## config.mk

```make
export PLATFORM = sky130hd
export DESIGN_NAME = block_put
export DESIGN_NICKNAME = d
export VERILOG_FILES = /design/src/rtl/block_put.sv
export SDC_FILE = /design/constraint.sdc
export NUM_CORES = 1
export LEC_CHECK = 0
export ABC_AREA = 1
export CORE_MARGIN = 4
export CORE_UTILIZATION = 57
export DETAILED_ROUTE_END_ITERATION = 7
export PLACE_DENSITY = 0.79
export SYNTH_ARGS = -nofsm -noshare
export SYNTH_HDL_FRONTEND = slang
export SYNTH_SLANG_ARGS = --single-unit
```

## constraint.sdc

```tcl
create_clock -name clk -period 16.9 [get_ports clk]
set_input_delay 3.38 -clock clk [delete_from_list [all_inputs] [get_ports clk]]
set_output_delay 3.38 -clock clk [all_outputs]
set_load 0.02 [all_outputs]
```

## src/rtl/block_put.sv

```systemverilog
// block_put: writes a J x K tile into a row-major flattened matrix buffer over a
// valid/ready write port, skipping elements outside the matrix. Define
// BLOCK_PUT_SKIP_CNT_EN to add the skip_cnt output (count of skipped elements).
module block_put #(
    parameter int DATA_W = 16,
    parameter int J      = 2,
    parameter int K      = 2,
    parameter int ADDR_W = 10
) (
    input  logic                    clk,
    input  logic                    rst,
    input  logic                    start,
    input  logic [ADDR_W-1:0]       start_row,
    input  logic [ADDR_W-1:0]       start_col,
    input  logic [ADDR_W-1:0]       num_cols,
    input  logic [ADDR_W-1:0]       matrix_len,
    input  logic [J*K*DATA_W-1:0]   block_flat,
    output logic                    wr_en,
    output logic [ADDR_W-1:0]       wr_addr,
    output logic [DATA_W-1:0]       wr_data,
    input  logic                    wr_ready,
    output logic                    busy,
`ifdef BLOCK_PUT_SKIP_CNT_EN
    output logic [$clog2(J*K+1)-1:0] skip_cnt,
`endif
    output logic                    done
);

    localparam int IW = (J > 1) ? $clog2(J) : 1;
    localparam int JW = (K > 1) ? $clog2(K) : 1;
    localparam int CW = ADDR_W + 2;
    localparam int SW = $clog2(J*K+1);
    localparam logic [IW-1:0] I_LAST = IW'(J - 1);
    localparam logic [JW-1:0] J_LAST = JW'(K - 1);

    localparam logic [1:0] ST_IDLE  = 2'd0;
    localparam logic [1:0] ST_SETUP = 2'd1;
    localparam logic [1:0] ST_RUN   = 2'd2;
    localparam logic [1:0] ST_FIN   = 2'd3;

    logic [1:0]              state_q, state_d;
    logic [IW-1:0]           i_q, i_d;
    logic [JW-1:0]           j_q, j_d;
    logic [ADDR_W-1:0]       row_q, row_d, col_q, col_d;
    logic [ADDR_W-1:0]       ncols_q, ncols_d, mlen_q, mlen_d;
    logic [ADDR_W-1:0]       nrows_q, nrows_d;
    logic [J*K*DATA_W-1:0]   block_q, block_d;
    logic                    wr_en_q, wr_en_d;
    logic [ADDR_W-1:0]       wr_addr_q, wr_addr_d;
    logic [DATA_W-1:0]       wr_data_q, wr_data_d;
    logic                    busy_q, busy_d;
    logic                    done_q, done_d;
`ifdef BLOCK_PUT_SKIP_CNT_EN
    logic [SW-1:0]           skip_q, skip_d;
`endif

    logic [DATA_W-1:0]       tile_s [J][K];
    logic [ADDR_W-1:0]       nrows_calc_s;
    logic [ADDR_W-1:0]       nrows_sel_s;
    logic [IW-1:0]           tgt_i_s;
    logic [JW-1:0]           tgt_j_s;
    logic [CW-1:0]           row_sum_s, col_sum_s;
    logic                    tgt_inb_s;
    logic [ADDR_W-1:0]       tgt_addr_s;
    logic [DATA_W-1:0]       tgt_data_s;

    for (genvar gr = 0; gr < J; gr++) begin : g_row
        for (genvar gc = 0; gc < K; gc++) begin : g_col
            assign tile_s[gr][gc] = block_q[(gr*K+gc)*DATA_W +: DATA_W];
        end
    end

    assign nrows_calc_s = (ncols_q == {ADDR_W{1'b0}}) ? {ADDR_W{1'b0}} : (mlen_q / ncols_q);

    // Element the output registers present next: (0,0) out of SETUP, otherwise the row-major successor.
    always_comb begin
        tgt_i_s     = i_q;
        tgt_j_s     = j_q;
        nrows_sel_s = nrows_q;
        if (state_q == ST_SETUP) begin
            tgt_i_s     = {IW{1'b0}};
            tgt_j_s     = {JW{1'b0}};
            nrows_sel_s = nrows_calc_s;
        end else if (j_q == J_LAST) begin
            tgt_i_s = i_q + IW'(1);
            tgt_j_s = {JW{1'b0}};
        end else begin
            tgt_j_s = j_q + JW'(1);
        end
    end

    // Bounds are compared two bits wider than the address so origin + offset cannot wrap.
    assign row_sum_s  = CW'(row_q) + CW'(tgt_i_s);
    assign col_sum_s  = CW'(col_q) + CW'(tgt_j_s);
    assign tgt_inb_s  = (row_sum_s < CW'(nrows_sel_s)) && (col_sum_s < CW'(ncols_q));
    assign tgt_addr_s = row_sum_s[ADDR_W-1:0] * ncols_q + col_sum_s[ADDR_W-1:0];
    assign tgt_data_s = tile_s[tgt_i_s][tgt_j_s];

    // Next-state and next-output logic for the tile walk.
    always_comb begin
        state_d   = state_q;
        i_d       = i_q;
        j_d       = j_q;
        row_d     = row_q;
        col_d     = col_q;
        ncols_d   = ncols_q;
        mlen_d    = mlen_q;
        nrows_d   = nrows_q;
        block_d   = block_q;
        wr_en_d   = wr_en_q;
        wr_addr_d = wr_addr_q;
        wr_data_d = wr_data_q;
        busy_d    = busy_q;
        done_d    = 1'b0;
`ifdef BLOCK_PUT_SKIP_CNT_EN
        skip_d    = skip_q;
`endif
        case (state_q)
            ST_IDLE: begin
                wr_en_d = 1'b0;
                busy_d  = 1'b0;
                if (start) begin
                    row_d   = start_row;
                    col_d   = start_col;
                    ncols_d = num_cols;
                    mlen_d  = matrix_len;
                    block_d = block_flat;
`ifdef BLOCK_PUT_SKIP_CNT_EN
                    skip_d  = {SW{1'b0}};
`endif
                    state_d = ST_SETUP;
                end else begin
                    state_d = ST_IDLE;
                end
            end
            ST_SETUP: begin
                nrows_d   = nrows_calc_s;
                i_d       = {IW{1'b0}};
                j_d       = {JW{1'b0}};
                busy_d    = 1'b1;
                wr_en_d   = tgt_inb_s;
                wr_addr_d = tgt_addr_s;
                wr_data_d = tgt_data_s;
                state_d   = ST_RUN;
            end
            ST_RUN: begin
                // An in-bounds element waits for wr_ready; a skipped one costs exactly one cycle.
                if (!wr_en_q || wr_ready) begin
`ifdef BLOCK_PUT_SKIP_CNT_EN
                    if (!wr_en_q) begin
                        skip_d = skip_q + SW'(1);
                    end else begin
                        skip_d = skip_q;
                    end
`endif
                    if ((i_q == I_LAST) && (j_q == J_LAST)) begin
                        wr_en_d = 1'b0;
                        busy_d  = 1'b0;
                        done_d  = 1'b1;
                        state_d = ST_FIN;
                    end else begin
                        i_d       = tgt_i_s;
                        j_d       = tgt_j_s;
                        wr_en_d   = tgt_inb_s;
                        wr_addr_d = tgt_addr_s;
                        wr_data_d = tgt_data_s;
                    end
                end else begin
                    state_d = ST_RUN;
                end
            end
            ST_FIN: begin
                wr_en_d = 1'b0;
                busy_d  = 1'b0;
                state_d = ST_IDLE;
            end
            default: begin
                wr_en_d = 1'b0;
                busy_d  = 1'b0;
                state_d = ST_IDLE;
            end
        endcase
    end

    // State and output registers; rst abandons any tile in flight without a done.
    always_ff @(posedge clk or posedge rst) begin
        if (rst) begin
            state_q   <= ST_IDLE;
            i_q       <= {IW{1'b0}};
            j_q       <= {JW{1'b0}};
            row_q     <= {ADDR_W{1'b0}};
            col_q     <= {ADDR_W{1'b0}};
            ncols_q   <= {ADDR_W{1'b0}};
            mlen_q    <= {ADDR_W{1'b0}};
            nrows_q   <= {ADDR_W{1'b0}};
            block_q   <= {(J*K*DATA_W){1'b0}};
            wr_en_q   <= 1'b0;
            wr_addr_q <= {ADDR_W{1'b0}};
            wr_data_q <= {DATA_W{1'b0}};
            busy_q    <= 1'b0;
            done_q    <= 1'b0;
`ifdef BLOCK_PUT_SKIP_CNT_EN
            skip_q    <= {SW{1'b0}};
`endif
        end else begin
            state_q   <= state_d;
            i_q       <= i_d;
            j_q       <= j_d;
            row_q     <= row_d;
            col_q     <= col_d;
            ncols_q   <= ncols_d;
            mlen_q    <= mlen_d;
            nrows_q   <= nrows_d;
            block_q   <= block_d;
            wr_en_q   <= wr_en_d;
            wr_addr_q <= wr_addr_d;
            wr_data_q <= wr_data_d;
            busy_q    <= busy_d;
            done_q    <= done_d;
`ifdef BLOCK_PUT_SKIP_CNT_EN
            skip_q    <= skip_d;
`endif
        end
    end

    assign wr_en   = wr_en_q;
    assign wr_addr = wr_addr_q;
    assign wr_data = wr_data_q;
    assign busy    = busy_q;
    assign done    = done_q;
`ifdef BLOCK_PUT_SKIP_CNT_EN
    assign skip_cnt = skip_q;
`endif

endmodule

```

# Word-level counts from Yosys, hierarchy flattened
# Index checks and enable logic that the tools add are counted.
# word_totals
output_inout_bits	29
input_bits	108
elab_cells	82
regBits	147
# op_classes
n_reduce_logical	11
magnitude_cmp	4
eq_ne	7
n_addsub	5
mux	37
n_bitwise	2
div	1
mul	1
# ops
operator	n
$mux W32	3
$mux W16	5
$mux W10	4
$pmux W16 S2	1
$add A10 B1 Y11	2
$lt A11 B10 Y1	2
$pmux W10 S2	1
$mux W1	16
$add A10 B10 Y10	1
$div A10 B10 Y10	1
$logic_not A10 Y1	1
$mul A10 B10 Y10	1
$pmux W2 S4	1
$ne A2 B2 Y1 const B	3
$pmux W1 S3	2
$eq A2 B2 Y1 const B	2
$ge A2 B2 Y1 const B	2
$mux W2	2
$not A1 Y2	2
$pmux W1 S2	2
$reduce_and A2 Y1	2
$ne A3 B3 Y1 const B	1
$reduce_and A3 Y1	1
$add A1 B1 Y1 const B	2
7 further kinds	8

# Depth between registers and ports, before layout
# logic_depth
depth_word	13
ltp_mapped	103
mapped_depth_nobuf	100

# Least setup slack after synthesis
# No wires, ideal clock.
# synth_timing
kind	register -> register
from	reg ncols_q[0]
to	reg wr_en_q (netlist: wr_en)
path_buffers	2
arrival_ns	11.759
required_time_ns	16.833
setup_time_ns	0.067
path_stages_with_launch	98
setup_slack_ns	5.075
synth_period_minus_slack_ns	11.825
cell_sequence	dfrtp_1 > clkinv_1 > ha_1 > nand3_1 > nand2_1 > inv_1 > ha_1 > inv_1 > o21bai_1 > nand2_1 > nand2_1 > o21ai_2 > ha_1 > a21oi_1 > nand2_1 > nand2_1 > nand2_1 > nand2_4 > [62 not listed] > a21oi_2 > inv_2 > buf_6 > nand3_1 > nand2_1 > ha_1 > inv_1 > nor3_1 > o211ai_1 > o2111ai_1 > nand2_1 > a21oi_1 > o21ai_0 > nand2_1 > nand2_1 > nand2_1 > nand2_1 > nand2_1
# synth_via
elab_chain_cells	8
word_cells_on_any_way	10
cone_classes	div: 1; order compare: 2; mux: 5; reduce/logical: 2
# synth_lines
item	line_no	text
start, declared	45	logic [ADDR_W-1:0] ncols_q, ncols_d, mlen_q, mlen_d;
start signal, assigned	193	ncols_q <= {ADDR_W{1'b0}};
start signal, assigned	211	ncols_q <= ncols_d;
$div A10 B10 Y10 or $logic_not A10 Y1 (tied branches)	73	assign nrows_calc_s = (ncols_q == {ADDR_W{1'b0}}) ? {ADDR_W{1'b0}} : (mlen_q / ncols_q);
$mux W10	73	
$mux W10	--	
$lt A11 B10 Y1	95	assign tgt_inb_s = (row_sum_s < CW'(nrows_sel_s)) && (col_sum_s < CW'(ncols_q));
$logic_and A1 B1 Y1 (*)	95	
$mux W1	156	if ((i_q == I_LAST) && (j_q == J_LAST)) begin
$mux W1	148	if (!wr_en_q || wr_ready) begin
$pmux W1 S3 (*)	118	case (state_q)
end signal, assigned	215	wr_en_q <= wr_en_d;
end, declared	48	logic wr_en_q, wr_en_d;
# Every way passes the cells marked *; elsewhere a longest branch is shown, timed or not. The select of a mux whose other input is x is not followed.
# A chain may end at the register's enable or synchronous reset.

# Final worst setup path
# Ends and elaborated chain as after synthesis.

==> flow_metrics.py <==
metrics = {
    "setup_path": {
        "r2r_slack_ns": 3.92,
        "endpoint_kind": "flop",
        "cp_max_fo": 17,
        "startpoint_type": "flop",
        "critical_path_class": "reg2reg",
        "crit_top_cell": "nand2_1",
        "r2r_end": "wr_en",
        "critPathArrivalTime_ns": 13.34,
        "slowest_delay_ns": 0.51,
        "critPathLaunch": "ncols_q[0]",
        "slowest_stage": "dfrtp_1",
        "rr_startpoint": "ncols_q[0]",
        "cp.required_ns": 17.26,
        "r2r_cells": 95,
    },
    "yosys": {
        "synth_xor_area_share_pct": 3.19,
        "synth-edff-count": 0,
        "netlist_area_mm2": 0.0113,
        "avgSynthCellArea_um2": 8.19,
        "synth_fp_nets": 1627,
        "synth_compound_area_share_pct": 10.6,
        "async_flop_share_pct": 100,
        "ys_seq_elements": 147,
        "synth_top_family_by_area": "simple AND/OR/NAND/NOR gates",
        "synth_mux_area_share_pct": 6.89,
        "synth_fa_ha_area_share_pct": 17.8,
        "synthCells": 1377,
        "yosys.area_share.simple_pct": 20.4,
        "yosysWarnings": 0,
        "synth_cell_types": 53,
        "seq_area_frac_synth_pct": 32.6,
        "synth-main-ff-cell": "dfrtp_1",
    },
    "placement": {
        "routabilityCongestion": 0.933,
        "dpl.hpwl_um": 21500,
        "io_buffers": 136,
        "pre_cts_slack_ns": 4.05,
    },
    "clock_tree": {
        "cts_setup_buffers": 0,
        "ctsHoldBuffers": 0,
        "cts_root_buf": "clkbuf_16",
        "cts_max_level": 4,
        "cts.repair.resized": 0,
        "clk_pin_slew_ns": 0.07,
        "clk-insertion-delay-late_ns": 0.43,
        "cts.sinks": 147,
        "cts_tree": "done",
        "clock_path_buffers": 2,
        "cts_made_buffers": 17,
    },
    "cells_and_area": {
        "finish.utilization_pct": 69.0,
        "drive_gt1_share_pct": 11.4,
        "final_nets": 1749,
        "n_antenna_cell": 0,
        "area_growth_syn_to_layout_pct": 19.1,
        "final_common_cell": "nand2_1",
        "mostFrequentLayoutCells": "nand2_1, inv_1, nor2_1",
    },
    "die": {
        "die_w_um": 149,
        "die_area_mm2": 0.0221,
        "coreArea_mm2": 0.0195,
        "start_util_pct": 57.9,
        "rows": 51,
        "ioPinCount": 137,
        "fp.dieH_um": 149,
    },
    "global_route": {
        "antenna_found_initial": 0,
        "grt_overflow_total": 0,
        "grt_pass1_vias": 9602,
        "grt_pass1_wl_um": 46700,
        "grt_max_degree": 97,
        "grtUsageTotal_pct": 26.3,
    },
    "sta": {
        "finalSetupViolCount": 0,
        "finalSetupTns_ns": 0,
        "fmax_mhz": 77.0,
        "finalHoldViolCount": 0,
        "holdWs_ns": 0.484,
        "worst_slack_ns": 3.92,
        "finalClockSkew_ns": 0.0111,
        "slew_headroom_pct": 28.1,
        "worst_pin_slew_ns": 1.07,
        "rsz0062_at_grt": "false",
        "slew_violations": 0,
        "fin_crit_sh_pct": 76.8,
        "fin_crit_ns": 12.98,
    },
    "min_path": {
        "hold_path_class": "reg2reg",
        "hold_path_depth": 2,
        "hold_path_end": "wr_addr[8]",
        "hp-start": "wr_addr[8]",
    },
    "routing": {
        "drt_iter0_drc": 645,
        "postRouteAntennaNets": 0,
        "route.detailed.drc": 0,
        "vias": 9647,
        "wl_um": 28400,
        "wire_per_inst_um": 16.0,
        "dr.pass1.iters": 5,
        "vias_per_cell": 5.43,
    },
    "flow_run": {
        "max_cap_viol_count": 0,
    },
    "status": {
        "status": "complete, no violations",
    },
}
-- per-stage QoR --
step	cells	instance area, um^2
6_report	1777	13400
5_1_grt	1777	13400
4_1_cts	1777	13400
3_5_place_dp	1745	12900
3_3_place_gp	1745	12900
2_1_floorplan	1377	11300
-- logic make-up (layout without fill, tap and decap cells) --
group	after synthesis	count (layout)
AOI/OAI and AO/OA	204	204
xor gates and xnor gates	41	41
and+or+nand+nor	526	526
muxes	69	69
buffers and inverters	248	383
DFF	147	147
adders and majority gates	142	142
-- synth_stat cells, types with 13 or more instances --
| library cell | n | area, um^2 |
|---|---|---|
| or2_2 | 13 | 81.3 |
| o21ai_0 | 60 | 300 |
| fa_1 | 30 | 601 |
| a31oi_1 | 17 | 106 |
| a21oi_1 | 74 | 370 |
| dfrtp_1 | 147 | 3680 |
| nor3_1 | 13 | 65.1 |
| nand2_1 | 240 | 901 |
| nand3_1 | 50 | 250 |
| xor2_1 | 34 | 298 |
| nor2_1 | 164 | 616 |
| inv_1 | 196 | 736 |
| mux2_2 | 69 | 777 |
| ha_1 | 112 | 1400 |
| clkbuf_1 | 33 | 124 |
-- per-layer routing --
layer | track usage [%] | up-vias | routed length [um]
met5 | 0 | - | 0
met3 | 6.58 | 57 | 2250
met2 | 42.9 | 329 | 13200
li1 | - | 4700 | -
met1 | 34.4 | 4561 | 12100
met4 | 8.91 | 0 | 780
-- flip-flops by register name (all words and copies together), names as in the netlist --
signal	flops
block_q	64
wr_data	16
col_q	10
mlen_q	10
ncols_q	10
nrows_q	10
row_q	10
wr_addr	10
state_q	2
busy	1
done	1
i_q	1
j_q	1
wr_en	1
-- worst max-delay path by stage --
| stage | endpoint | slack (ns) | cells past startpoint |
|---|---|---|---|
| 2_1_floorplan | wr_en | 5.07 | 97 |
| 3_3_place_gp | wr_en | 4.53 | 97 |
| 3_5_place_dp | wr_en | 4.05 | 96 |
| 4_1_cts | wr_en | 4.00 | 96 |
| 5_1_grt | wr_en | 2.48 | 96 |
| 6_report | wr_en | 3.92 | 95 |
-- area by class of cell --
cell class,instances,area [um^2]
flip-flops and latches,147,3680
multi-input cells,982,6630
clock buffers,18,429
repair buffers,145,1430
clock inverters,14,138
inverters,206,786
fillers,1603,6040
well taps,265,332
-- worst max-delay path, delay by kind of cell, from the launching register on --
family | cells | cell delay (ns)
adder cells (fa/ha/maj) | 10 | 3.09
AND/OR/NAND/NOR | 55 | 5.59
buffers and inverters | 11 | 1.20
flip-flops | 1 | 0.51
AO/OA/AOI/OAI | 19 | 2.52
Power is left out: the tool's default activity adds up to more than one toggle a clock period on the data nets, which glitch-free logic cannot reach.
==> edit 1 (config.mk and constraints unchanged) <==
Build with the macro `BLOCK_PUT_SKIP_CNT_EN` defined.
--- a/src/rtl/block_put.sv
+++ b/src/rtl/block_put.sv
@@ -2,4 +2,6 @@
 // valid/ready write port, skipping elements outside the matrix. Define
 // BLOCK_PUT_SKIP_CNT_EN to add the skip_cnt output (count of skipped elements).
+`define BLOCK_PUT_SKIP_CNT_EN
+
 module block_put #(
     parameter int DATA_W = 16,
New outputs: skip_cnt. Check against the original RTL: not settled (the Yosys comparison gave no result); the edit may change what the design does.
==> edit 1 against the unedited design <==
Count of clock-buffer cells in the layout shrank 1. Routed wire length grew 9.7%. Worst setup slack improved by 0.18 ns. Area after synthesis grew 2.0%. Final area rose by 1.8%. Sequential cell count up 3.
Power is not shown: default switching activity piles up to over one toggle a cycle in this logic, so the estimate is an artifact.
==> edit 1: results (changes against the unedited design) <==
<table>
<tr><th>Metric</th><th>Value</th></tr>
<tr><th colspan="2">Worst hold path</th></tr>
<tr><td>Worst Hold Launch</td><td>block_q[7]</td></tr>
<tr><td>Terminating pin of the worst hold path</td><td>block_q[7]</td></tr>
<tr><th colspan="2">Placed design</th></tr>
<tr><td>Global placer's final weighted congestion</td><td>0.930 (-0.38%)</td></tr>
<tr><td>Buffers added on ports</td><td>139 (+2.2%)</td></tr>
<tr><th colspan="2">Layout</th></tr>
<tr><td>Fraction of layout instances using a drive strength above 1</td><td>6.68% (-4.8 points)</td></tr>
<tr><td>Count of multi-input combinational gates</td><td>1,132 (+15%)</td></tr>
<tr><td>Design area</td><td>13,700 µm² (+1.8%)</td></tr>
<tr><td>Non-CTS inverters</td><td>216 (+4.9%)</td></tr>
<tr><td># nets final</td><td>1,913 (+9.4%)</td></tr>
<tr><td>Final-layout fill cell count</td><td>1,695 (+5.7%)</td></tr>
<tr><td>Number of non-clock buffers in the layout</td><td>147 (+1.4%)</td></tr>
<tr><td>Multi-input gate share of the layout cell area</td><td>49.1% (-0.27 points)</td></tr>
<tr><td>Area taken by flip-flops and latches</td><td>3750 µm² (+2.0%)</td></tr>
<tr><th colspan="2">Run status</th></tr>
<tr><td>Outcome</td><td>completed</td></tr>
<tr><th colspan="2">Synthesis</th></tr>
<tr><td>Synth Area in Adders</td><td>17.3% (-0.46 points)</td></tr>
<tr><td>Top cells by area in the synthesized netlist</td><td>dfrtp_1, nand2_1, ha_1</td></tr>
<tr><td>Commonest cells in the synthesized netlist</td><td>nand2_1, inv_1, dfrtp_1</td></tr>
<tr><td>Average cell area after synthesis</td><td>7.43 µm² (-9.2%)</td></tr>
<tr><td>Fraction of synthesized area in multiplexers</td><td>0% (-6.9 points)</td></tr>
<tr><th colspan="2">Global routing</th></tr>
<tr><td>Pin count of the biggest net entering global routing</td><td>102 (+5.2%)</td></tr>
<tr><td>Global-route total usage across every layer</td><td>28.3% (+2.0 points)</td></tr>
<tr><td>Number of global-route vias before repair</td><td>10,350 (+7.8%)</td></tr>
<tr><td>Wire length of the first global-routing pass</td><td>50,700 µm (+8.4%)</td></tr>
<tr><th colspan="2">Floorplanning</th></tr>
<tr><td>Die ar.</td><td>22,500 µm² (+1.9%)</td></tr>
<tr><th colspan="2">Timing</th></tr>
<tr><td>Time the worst path needs with I/O delays and setup</td><td>12.80 ns (-0.182 ns)</td></tr>
<tr><td>Slew headroom</td><td>31.9% (+3.8 points)</td></tr>
<tr><td>Clock Skews</td><td>0.00983 ns (-0.00126 ns)</td></tr>
<tr><th colspan="2">Critical path</th></tr>
<tr><td>Register-to-register path setup slack</td><td>4.10 ns (+0.18 ns)</td></tr>
<tr><td>Cell count of the worst reg-to-reg path</td><td>89 (-6.3%)</td></tr>
<tr><td>Arrival time reported for the critical path endpoint</td><td>13.17 ns (-0.17 ns)</td></tr>
<tr><th colspan="2">Routing</th></tr>
<tr><td>Total Routed Length</td><td>31,100 µm (+9.7%)</td></tr>
<tr><td>Ratio of routed vias to standard cells</td><td>5.42 (-0.22%)</td></tr>
</table>
==> edit 1: cell types whose count changed after synthesis, sizes merged, moves of 4 or more <==
cell    before  now
nand2      248  550
nor2       169   78
mux2        69    0
o21ai       76  121
a21oi       76   37
a31oi       17    1
o22ai        3   15
inv        203  211
nand3       61   69
or2         14    7
clkbuf      34   39
xor2        34   30
==> edit 1: worst max-delay path, delay by kind of cell (launching register included) <==
family	cells	cell delay [ns]
AND/OR/NAND/NOR	45	4.95
AO/OA/AOI/OAI	19	2.78
adder cells (fa/ha/maj)	10	3.00
flip-flops	1	0.66
buffers and inverters	15	1.27
==> edit 1: routing by layer <==
metal	vias up	routed length (µm)	GRT usage [%]	part of all wire, %
li1	5136	-	-	-
met1	4941	13500	38.4	43
met2	378	14800	47.0	48
met3	59	2220	5.33	7.1
met4	0	631	7.37	2.0
met5	-	0	0	0
==> edit 2 (same flow settings) <==
Without the edit above. Make the reset (`rst`) synchronous in one clocked block.
--- a/src/rtl/block_put.sv
+++ b/src/rtl/block_put.sv
@@ -184,5 +184,5 @@
 
     // State and output registers; rst abandons any tile in flight without a done.
-    always_ff @(posedge clk or posedge rst) begin
+    always_ff @(posedge clk) begin
         if (rst) begin
             state_q   <= ST_IDLE;
Formal check against the unedited RTL: not equivalent (a bounded check fails within 4 cycles, from zero or initial values and one cycle with rst high; the reset may be asserted at any time).
==> edit 2 against the unedited design <==
Synthesized cell count rose by 13%. Area after synthesis down 4.1%. Sequential share of layout area down 4.5 points. Sequential cell count unchanged. Fmax is 4.0% lower. Final area decreased by 4.3%. Routed wire length up 6.1%. Worst setup slack worse by 0.54 ns. Cell count rose by 7.1%. Highest routed layer unchanged.
Power is left out: the tool's default activity adds up to more than one toggle a clock period on the data nets, which glitch-free logic cannot reach.
==> edit 2: results (changes against the unedited design) <==
<table>
<tr><th>Metric</th><th>Value</th></tr>
<tr><th colspan="2">Run status</th></tr>
<tr><td>Outcome</td><td>completed</td></tr>
<tr><th colspan="2">Layout</th></tr>
<tr><td>Fraction of layout instances using a drive strength above 1</td><td>5.57% (-5.9 points)</td></tr>
<tr><td>FFs &amp; Latches</td><td>147 (unchanged)</td></tr>
<tr><td># nets final</td><td>1,906 (+9.0%)</td></tr>
<tr><td>Count of multi-input combinational gates</td><td>1,144 (+16%)</td></tr>
<tr><td>Combined area of the multi-input logic cells</td><td>6830 µm² (+3.0%)</td></tr>
<tr><td>Clk tree area frac</td><td>4.61% (+0.39 points)</td></tr>
<tr><td>Non-CTS inverters</td><td>203 (-1.5%)</td></tr>
<tr><td>Portion of the layout cell area used by non-clock buffers</td><td>11.1% (+0.42 points)</td></tr>
<tr><td>Number of non-clock buffers in the layout</td><td>144 (-0.69%)</td></tr>
<tr><td>Area taken by flip-flops and latches</td><td>2940 µm² (-20%)</td></tr>
<tr><th colspan="2">Routing</th></tr>
<tr><td>Detailed Route Iter0 Violations</td><td>795 (+23%)</td></tr>
<tr><td>Detailed Routing Iterations Pass 1</td><td>8 (+3)</td></tr>
<tr><td>Total Routed Length</td><td>30,100 µm (+6.1%)</td></tr>
<tr><td>Ratio of routed vias to standard cells</td><td>5.45 (+0.36%)</td></tr>
<tr><th colspan="2">Critical path</th></tr>
<tr><td>Largest stage delay on the critical path</td><td>0.56 ns (+0.05 ns)</td></tr>
<tr><td>Worst path slowest cell</td><td>clkinv_1</td></tr>
<tr><td>Arrival time reported for the critical path endpoint</td><td>13.85 ns (+0.51 ns)</td></tr>
<tr><th colspan="2">Placed design</th></tr>
<tr><td>HPWL after detailed placement</td><td>22,700 µm (+5.3%)</td></tr>
<tr><th colspan="2">Synthesis</th></tr>
<tr><td>Count of different cell masters after synthesis</td><td>47 (-11%)</td></tr>
<tr><td>Ys flop type</td><td>dfxtp_1</td></tr>
<tr><td>Top cells by area in the synthesized netlist</td><td>dfxtp_1, ha_1, nor2_1</td></tr>
<tr><td>Fraction of registers with async set/reset</td><td>0% (-100 points)</td></tr>
<tr><th colspan="2">Timing</th></tr>
<tr><td>Clock Skews</td><td>0.0136 ns (+0.00254 ns)</td></tr>
<tr><td>Slew headroom</td><td>44.9% (+17 points)</td></tr>
<tr><th colspan="2">Global routing</th></tr>
<tr><td>Number of global-route vias before repair</td><td>10,078 (+5.0%)</td></tr>
<tr><td>Wire length of the first global-routing pass</td><td>49,400 µm (+5.8%)</td></tr>
<tr><th colspan="2">Worst hold path</th></tr>
<tr><td>HP Class</td><td>reg -&gt; reg</td></tr>
</table>
==> edit 2: cell count changes after synthesis, moves of 7 or more <==
cell      before  now
clkbuf_1      33   59
dfrtp_1      147    0
dfxtp_1        0  147
mux2_2        69    0
nand2_1      240  222
nand3_1       50   68
nand3_2       10    1
nor2_1       164  276
o21ai_0       60  192
xor2_1        34   27
==> edit 2: path summary, 6_finish.rpt <==
path | startpoint | end | cells past startpoint | slack [ns]
setup / recovery | ncols_q[0] | wr_en | 91 | 3.38
setup reg to reg | ncols_q[0] | wr_en | 91 | 3.38
hold / removal | block_q[1] | block_q[1] | 2 | 0.45
hold reg to reg | block_q[1] | block_q[1] | 2 | 0.45
==> edit 2: cells by family after synthesis <==
logic type | after synthesis | synth area share [%]
buf+inv | 270 | 9.72
fa+ha+maj | 141 | 18.4
simple gates | 626 | 24.3
xor+xnor | 37 | 3.31
compound gates | 340 | 17.1
flops | 147 | 27.2
==> edit 2: tightest hold or removal path: cells and delay by family (launching register included) <==
family          cells  cell delay, ns
compound gates      1            0.05
buf+inv             1            0.06
flops               1            0.30
==> edit 2: through the flow <==
step                utilization (%)  cells  setup slack, ns  area, µm²
CTS                            68.7   1903             3.63      12800
global placement               65.5   1872             4.26      12300
global route                   68.7   1903             1.73      12800
floorplan                         -   1561             5.60      10800
finish                         68.7   1903             3.38      12800
detailed placement             65.5   1872             3.71      12300
==> edit 2: metal layers <==
| layer | GRT usage (%) | up-vias | wire length (µm) |
|---|---|---|---|
| li1 | - | 5274 | - |
| met1 | 36.6 | 4694 | 13300 |
| met2 | 46.2 | 339 | 14000 |
| met3 | 6.57 | 61 | 2010 |
| met4 | 10.6 | 0 | 864 |
| met5 | 0 | - | 0 |
